[src/rtl/coin_change_dispenser.sv]
// Pays out a latched change amount as coins, largest denomination first,
// over a req/ack handshake to the coin hopper.
module coin_change_dispenser #(
  parameter int unsigned W           = 32,
  parameter int unsigned MAX_CHANGE  = 500,
  parameter int unsigned GAP_CYCLES  = 4,
  parameter int unsigned ACK_TIMEOUT = 255
) (
  input  logic         clk,
  input  logic         rst_n,
  input  logic         start,
  input  logic [W-1:0] change_in,
  input  logic         ack,
  output logic         coin_req,
  output logic [1:0]   coin_type,
  output logic         busy,
  output logic         done,
  output logic         err,
  output logic [W-1:0] remaining,
  output logic [7:0]   coin_count
);

  localparam int unsigned CNT_W    = 8;
  localparam int unsigned GAP_W    = (GAP_CYCLES > 1) ? $clog2(GAP_CYCLES) : 1;
  localparam int unsigned GAP_LAST = (GAP_CYCLES > 0) ? GAP_CYCLES - 1 : 0;
  localparam int unsigned ACK_W    = (ACK_TIMEOUT > 1) ? $clog2(ACK_TIMEOUT) : 1;
  localparam int unsigned ACK_LAST = (ACK_TIMEOUT > 0) ? ACK_TIMEOUT - 1 : 0;

  typedef enum logic [2:0] {
    S_IDLE,
    S_SELECT,
    S_REQ,
    S_GAP,
    S_DONE
  } state_t;

  state_t             state, state_nxt;
  logic               coin_req_nxt;
  logic [1:0]         coin_type_nxt;
  logic               busy_nxt;
  logic               done_nxt;
  logic               err_nxt;
  logic [W-1:0]       remaining_nxt;
  logic [CNT_W-1:0]   coin_count_nxt;
  logic [GAP_W-1:0]   gap_cnt, gap_cnt_nxt;
  logic [ACK_W-1:0]   wait_cnt, wait_cnt_nxt;

  // Cent value of a coin code.
  function automatic logic [W-1:0] coin_value(input logic [1:0] t);
    logic [W-1:0] v;
    case (t)
      2'd3:    v = W'(100);
      2'd2:    v = W'(25);
      2'd1:    v = W'(10);
      default: v = W'(5);
    endcase
    return v;
  endfunction

  // Greedy choice of the largest coin that still fits.
  logic       sel_valid;
  logic [1:0] sel_type;

  always_comb begin
    sel_valid = 1'b1;
    sel_type  = 2'd0;
    if (remaining >= W'(100)) begin
      sel_type = 2'd3;
    end else if (remaining >= W'(25)) begin
      sel_type = 2'd2;
    end else if (remaining >= W'(10)) begin
      sel_type = 2'd1;
    end else if (remaining >= W'(5)) begin
      sel_type = 2'd0;
    end else begin
      sel_valid = 1'b0;
    end
  end

  // Next-state and next-output logic.
  always_comb begin
    state_nxt      = state;
    coin_req_nxt   = coin_req;
    coin_type_nxt  = coin_type;
    busy_nxt       = busy;
    done_nxt       = 1'b0;
    err_nxt        = err;
    remaining_nxt  = remaining;
    coin_count_nxt = coin_count;
    gap_cnt_nxt    = gap_cnt;
    wait_cnt_nxt   = wait_cnt;

    case (state)
      S_IDLE: begin
        if (start) begin
          remaining_nxt  = change_in;
          coin_count_nxt = '0;
          busy_nxt       = 1'b1;
          if (change_in > W'(MAX_CHANGE)) begin
            err_nxt   = 1'b1;
            done_nxt  = 1'b1;
            state_nxt = S_DONE;
          end else begin
            err_nxt   = 1'b0;
            state_nxt = S_SELECT;
          end
        end
      end

      S_SELECT: begin
        if (sel_valid) begin
          coin_type_nxt = sel_type;
          coin_req_nxt  = 1'b1;
          wait_cnt_nxt  = '0;
          state_nxt     = S_REQ;
        end else begin
          // A sub-nickel residue cannot be paid and is flagged.
          err_nxt   = (remaining != '0);
          done_nxt  = 1'b1;
          state_nxt = S_DONE;
        end
      end

      S_REQ: begin
        if (ack) begin
          remaining_nxt = remaining - coin_value(coin_type);
          if (coin_count != {CNT_W{1'b1}}) begin
            coin_count_nxt = coin_count + CNT_W'(1);
          end
          coin_req_nxt = 1'b0;
          gap_cnt_nxt  = '0;
          state_nxt    = (GAP_CYCLES > 0) ? S_GAP : S_SELECT;
        end else if (wait_cnt == ACK_W'(ACK_LAST)) begin
          err_nxt      = 1'b1;
          coin_req_nxt = 1'b0;
          done_nxt     = 1'b1;
          state_nxt    = S_DONE;
        end else begin
          wait_cnt_nxt = wait_cnt + ACK_W'(1);
        end
      end

      S_GAP: begin
        if (gap_cnt == GAP_W'(GAP_LAST)) begin
          state_nxt = S_SELECT;
        end else begin
          gap_cnt_nxt = gap_cnt + GAP_W'(1);
        end
      end

      S_DONE: begin
        busy_nxt  = 1'b0;
        state_nxt = S_IDLE;
      end

      default: begin
        state_nxt    = S_IDLE;
        coin_req_nxt = 1'b0;
        busy_nxt     = 1'b0;
      end
    endcase
  end

  // State and registered outputs.
  always_ff @(posedge clk or negedge rst_n) begin
    if (!rst_n) begin
      state      <= S_IDLE;
      coin_req   <= 1'b0;
      coin_type  <= 2'd0;
      busy       <= 1'b0;
      done       <= 1'b0;
      err        <= 1'b0;
      remaining  <= '0;
      coin_count <= '0;
      gap_cnt    <= '0;
      wait_cnt   <= '0;
    end else begin
      state      <= state_nxt;
      coin_req   <= coin_req_nxt;
      coin_type  <= coin_type_nxt;
      busy       <= busy_nxt;
      done       <= done_nxt;
      err        <= err_nxt;
      remaining  <= remaining_nxt;
      coin_count <= coin_count_nxt;
      gap_cnt    <= gap_cnt_nxt;
      wait_cnt   <= wait_cnt_nxt;
    end
  end

endmodule
[config.mk]
export PLATFORM = sky130hd
export DESIGN_NAME = coin_change_dispenser
export DESIGN_NICKNAME = d
export VERILOG_FILES = /design/src/rtl/coin_change_dispenser.sv
export SDC_FILE = /design/constraint.sdc
export NUM_CORES = 1
export LEC_CHECK = 0
export CORE_MARGIN = 2
export CORE_UTILIZATION = 52
export DETAILED_ROUTE_END_ITERATION = 12
export PLACE_DENSITY = 0.85
export SKIP_CTS_REPAIR_TIMING = 1
export SLEW_MARGIN = 30
export SYNTH_ARGS = -nofsm -noshare
export SYNTH_HDL_FRONTEND = slang
export SYNTH_SLANG_ARGS = --single-unit
export TNS_END_PERCENT = 5
[constraint.sdc]
create_clock -name clk -period 3.2 [get_ports clk]
set_input_delay 0.96 -clock clk [delete_from_list [all_inputs] [get_ports clk]]
set_output_delay 0.96 -clock clk [all_outputs]
set_load 0.05 [all_outputs]
==> reports/qor.csv, run 1 <==
metric,value,unit
PD cells,478.0,mW/mm^2
buffers and inverters on the worst path,2,
Post-Synthesis Cells,464,
first-pass detailed-route iteration total,5,
diode count,0,
Worst-Margin Slew,0.7056,ns
"area leader, netlist",dfrtp_1,
crit-path cells,"inv_1, ha_1, or2_2, ha_1, inv_1, fa_1, a211oi_2, o21ai_0, and2_1, o21ai_0, a211oi_1",
clock skew,0.01510,ns
maximum vdd drop,0.2954,mV
Clock transition at path regs,0.07,ns
DR vias,4249,
core area,0.007331,mm^2
syn nets,516,
PortBufs,81,
cts bufs inserted,9,
share of the synthesized area in the top cell type,0.3714,
io pins,82,
synth top area cells,"dfrtp_1, ha_1, nor2_1",
CTS sink count,59,
Max Cap Viol,0,
CP max stage cell,and2_1,
Post-synth top cells,"dfrtp_1, nor2_1, nand2_1",
Synth async-reset ratio,1.000,
Critical Path RT,3.46,ns
Final setup viols,0,
Layout Area Growth over Synthesis,30.31,%
CTS tree,done,
Iteration-0 DRC Markers,525,
CP Launch Type,flop,
synthesized cell area,0.003975,mm^2
Fin. Hold Viols,0,
Post-Place Cell Area,0.004928,mm^2
register area share after synthesis,0.3714,
Crit path max-delay family,compound AO/OA/AOI/OAI gates,
crit end category,flop,
latest clock arrival within the worst-skew pair,0.36,ns
post-route cell area,0.005180,mm^2
Final period util,0.9400,
Avg WL per Cell,19.20,um
Detail Placement HPWL,8665,um
Synth cell types,68,
ratio of cells with drive above 1 in the final layout,0.07875,
Initial Util,0.5422,
fmax,0.3324,GHz
Crit Path Max Fanout,11,
Main synth FF type,dfrtp_1,
synth warn,0,
max incr delay on CP,0.45,ns
vias in the first global route,4051,
die width,91.43,um
clock period minus final worst setup slack,3.008,ns
RSZ-0062 raised after global routing,false,
initial antenna violation count,0,
root buffer selected by CTS,clkbuf_8,
total congestion overflow,0,
Row Count,31,
GR Util All Layers,0.2918,
worst rel slew slack,0.5296,
residual DRC count,0,
Leak Pwr,2.051,nW
fin. max-slew vios,0,
Final #Nets,593,
Post-synth EDFFs,0,
routability cong.,0.9332,
overall routed net length,12380,um
ANT nets after route,0,
status,finished clean,
H-Tree Depth,3,
Crit Path Category,flop to flop,
die height,91.43,um
Die ar.,0.008359,mm^2
Post-Syn Area per Cell,8.567,um^2
post-synthesis sequential element count,59,
Avg Vias per Cell,6.588,
global-route wire length before repair,19690,um
clk buf depth,2,
largest net degree at the start of global routing,44,
Hold Path Class,flop to flop,
CP Data Arrival Time,3.27,ns
setup TNS,0,ns
top-count cell post-synth,dfrtp_1,
worst register-to-register path, stage by stage, from the launching register on:
cell	delay (ns)
dfrtp_1	0.42
inv_1	0.08
ha_1	0.22
or2_2	0.28
ha_1	0.20
inv_1	0.08
fa_1	0.23
a211oi_2	0.10
o21ai_0	0.39
and2_1	0.45
o21ai_0	0.18
a211oi_1	0.28
state kept, by name, indices dropped and copies added, names as in the netlist, 2 cells and up:
signal,flops
wait_cnt,8
coin_type,2
coin_count,8
state,3
gap_cnt,2
remaining,32
cell usage in the layout (no fill, tap or decap), types with 4 or more instances in the layout:
cell and n:
o211ai_1 12, nor4_1 12, clkbuf_8 10, a21o_1 4, a211oi_1 7, and3_1 19
o22ai_1 5, nor2_1 43, o21ai_0 19, nand3b_1 4, xor2_1 7, and2_1 4
or3_1 11, o311ai_0 8, nor3_1 24, ha_1 15, a31oi_1 9, or4_1 5
buf_4 8, a21oi_1 26, nand2b_1 4, dfrtp_1 59, nand3_1 22, nand4_1 13
nand2_1 33, clkdlybuf4s50_1 80, inv_1 11
cells by family after synthesis:
logic type                 Yosys count  synth area share
buffers and inverters               36           0.03431
DFF                                 59            0.3714
xor gates and xnor gates            10           0.02203
AOI/OAI and AO/OA                  122            0.2081
and+or+nand+nor                    217            0.3012
adders and majority gates           16           0.05225
muxes                                4           0.01070
final timing paths:
kind,start,endpoint,slack [ns],depth (start not counted)
min in group asynchronous,rst_n,remaining[3],0.64,1
worst min register to register,err,err,0.52,1
worst max register to register,coin_type[0],remaining[12],0.19,11
worst max-delay path,coin_type[0],remaining[12],0.19,11
worst min-delay path,err,err,0.52,1
max in group asynchronous,rst_n,wait_cnt[7],1.92,2
per-stage QoR:
| stage | hold WS [ns] | util | total power, mW | cells | setup slack (ns) |
|---|---|---|---|---|---|
| 6_report | 0.5206 | 0.7066 | 2.476 | 645 | 0.1919 |
| 2_1_floorplan | 0.4940 | - | 1.326 | 464 | 0.1978 |
| 4_1_cts | 0.5221 | 0.7052 | 2.457 | 645 | 0.1793 |
| 3_5_place_dp | 0.4875 | 0.6723 | 1.613 | 629 | 0.2159 |
| 5_1_grt | 0.5275 | 0.7066 | 2.545 | 645 | 0.01202 |
| 3_3_place_gp | 0.4937 | 0.6723 | 1.598 | 629 | 0.3270 |
where the power goes:
group,switching (mW),internal (mW)
Sequential,0.111,0.804
Combinational,0.451,0.254
Clock,0.319,0.536
final cells by class:
cell class / instances / area (um^2)
clock buffer: 11 / 141.4
clock inverter: 5 / 100.1
fill: 535 / 2151
inverter: 11 / 41.29
multi-input combinational: 369 / 2391
sequential: 59 / 1476
tap: 99 / 123.9
timing repair buffer: 91 / 905.9
per-layer routing:
metal	vias to the layer above	part of all wire	GRT usage
met5	-	0	0
met4	0	0.041	0.1452
met3	58	0.099	0.05892
met2	281	0.46	0.4589
met1	1974	0.40	0.3818
li1	1936	-	-
No activity file was read; power rests on OpenSTA's default activity.
==> run 2: changes to the inputs <==
ABC_AREA = 1   (was default)
CORE_UTILIZATION = 55   (was 52)
CTS_BUF_LIST = sky130_fd_sc_hd__clkbuf_4 sky130_fd_sc_hd__clkbuf_8   (was default)
PLACE_DENSITY = 0.87   (was 0.85)
==> reports/qor.csv, run 2 <==
metric,value,unit
status,finished clean,
Final #Nets,882,
CTS sink count,59,
post-synthesis compound-gate area fraction,0.09744,
ratio of cells with drive above 1 in the final layout,0.04916,
register area share after synthesis,0.3142,
busiest metal layer after global routing,met2,
RSZ-0062 raised after global routing,false,
grt met3 use,0.06051,
Crit path max-delay family,buffers and inverters,
setup TNS,0,ns
R2R setup slack,0.61,ns
buffers and inverters on the worst path,1,
io pins,82,
clock skew,0.01064,ns
crit-path cells,clkdlybuf4s50_1,
CP Launch Type,flop,
residual DRC count,0,
die height,96.44,um
met2 Usage GRT,0.5052,
GR Util All Layers,0.3180,
first-pass detailed-route iteration total,5,
Post-Synthesis Cells,750,
fmax,0.3730,GHz
Row Count,33,
most frequent cells in the layout,"nand2_1, inv_1, nor2_1, clkdlybuf4s50_1, nand3_1",
H-Tree Depth,3,
final hold slack,0.4868,ns
share of the synthesized area in the top cell type,0.3142,
Synth async-reset ratio,1.000,
maximum vdd drop,0.2290,mV
cts bufs inserted,9,
crit end category,primary output,
Avg Vias per Cell,5.393,
RR Endpoint,remaining[14],
worst rel slew slack,0.5764,
Worst-Margin Slew,0.6355,ns
PortBufs,81,
synth top area cells,"dfrtp_1, nand2_1, inv_1",
Max Cap Viol,0,
PD cells,441.0,mW/mm^2
multiplexer area fraction after synthesis,0,
Avg WL per Cell,14.50,um
CP Data Arrival Time,1.72,ns
clk buf depth,2,
Iteration-0 DRC Markers,382,
root buffer selected by CTS,clkbuf_8,
Crit Path Category,flop to primary output,
Main synth FF type,dfrtp_1,
Crit Path Max Fanout,5,
area share of and/or/nand/nor cells after synthesis,0.4095,
met1 usage,0.4321,
R2R depth,16,
CP Depth,1,
Reg with most FFs,remaining,
largest registers,"remaining: 32 flops, coin_count: 8 flops, wait_cnt: 8 flops",
fin. max-slew vios,0,
CP max stage cell,clkdlybuf4s50_1,
area share of fa/ha/maj cells after synthesis,0.04420,
Post-Syn Area per Cell,6.266,um^2
reg2reg start,coin_type[0],
top-count cell post-synth,nand2_1,
Leak Pwr,2.927,nW
initial antenna violation count,0,
Fillers,722,
Synth cell types,41,
Post-synth EDFFs,0,
"area leader, netlist",dfrtp_1,
synth warn,0,
core area,0.008258,mm^2
Synth Area in XOR/XNOR,0.02236,
Fin. Hold Viols,0,
largest net degree at the start of global routing,46,
latest clock arrival within the worst-skew pair,0.35,ns
Die ar.,0.009300,mm^2
Final period util,0.8378,
Detail Placement HPWL,10550,um
global-route wire length before repair,22700,um
die width,96.44,um
Final setup viols,0,
CTS tree,done,
Critical Path RT,2.24,ns
syn nets,802,
total congestion overflow,0,
diode count,0,
main combinational cell family by area after synthesis,simple AND/OR/NAND/NOR gates,
Hold Path Class,flop to flop,
Initial Util,0.5691,
clock period minus final worst setup slack,2.681,ns
post-synthesis sequential element count,59,
routability cong.,1.013,
hold path start,coin_req,
Post-synth top cells,"nand2_1, inv_1, nor2_1",
CP startpoint,remaining[1],
Clock transition at path regs,0.07,ns
overall routed net length,13610,um
Layout Area Growth over Synthesis,23.40,%
"commonest non-fill, non-tap cell in the layout",nand2_1,
max FFs per register,32,
ANT nets after route,0,
max incr delay on CP,0.88,ns
vias in the first global route,4757,
synthesized cell area,0.004700,mm^2
DR vias,5064,
crit path to,remaining[1],
## run 2: worst reg2reg max path, cell delays in order, from the launching register on
cell and delay [ns]:
dfrtp_1 0.41, inv_1 0.11, ha_1 0.18, or2_2 0.11
ha_1 0.18, inv_1 0.09, fa_1 0.37, nand2_1 0.09
nand2_1 0.08, nand3_1 0.10, nand2_1 0.08, nand2_1 0.25
nand2_1 0.15, nor2_1 0.13, o21bai_1 0.07, nand2_1 0.07
inv_1 0.03
## run 2: how the worst min path moves through the flow
stage / to / slack (ns) / cells after the start
floorplan: busy / 0.48 / 1
global placement: coin_req / 0.47 / 2
detailed placement: coin_req / 0.48 / 2
CTS: coin_req / 0.50 / 2
global route: coin_req / 0.53 / 2
finish: coin_req / 0.49 / 2
## run 2: report_power, final
group,internal [mW],total (mW),switching [mW]
Clock,0.477,0.798,0.321
Sequential,0.806,0.898,0.0921
Combinational,0.281,0.862,0.582
Total,1.56,2.56,0.995
## run 2: through the flow
stage                     power [mW]    util  setup slack (ns)  cell area, um^2  std cells
after floorplan                1.457       -            0.5816             4700        750
after global placement         1.749  0.6750            0.6181             5574        924
after detailed placement       1.762  0.6750            0.5623             5574        924
after CTS                      2.563  0.7023            0.5188             5799        939
after global routing           2.692  0.7023            0.3606             5799        939
final                          2.558  0.7023            0.5192             5799        939
## run 2: layout make-up
cell class | instances | area (um^2) | share of cell area
Timing Repair Buffer | 85 | 835.8 | 0.1441
Sequential cell | 59 | 1476 | 0.2546
Clock buffer | 11 | 151.4 | 0.02611
Clock inverter | 4 | 73.82 | 0.01273
Inverter | 116 | 435.4 | 0.07508
Multi-Input combinational cell | 559 | 2695 | 0.4647
Tap cell | 105 | 131.4 | 0.02265
## run 2: kinds of logic (layout without fill, tap and decap cells)
group	after synthesis	count (layout)
flops	59	59
buf+inv	132	216
xor+xnor	12	12
simple gates	452	452
fa+ha+maj	16	16
compound gates	79	79
## run 2: routing by layer
layer,routed length (um),vias up
li1,-,2517
met1,6022,2303
met2,6298,215
met3,932,29
met4,360,0
met5,0,-
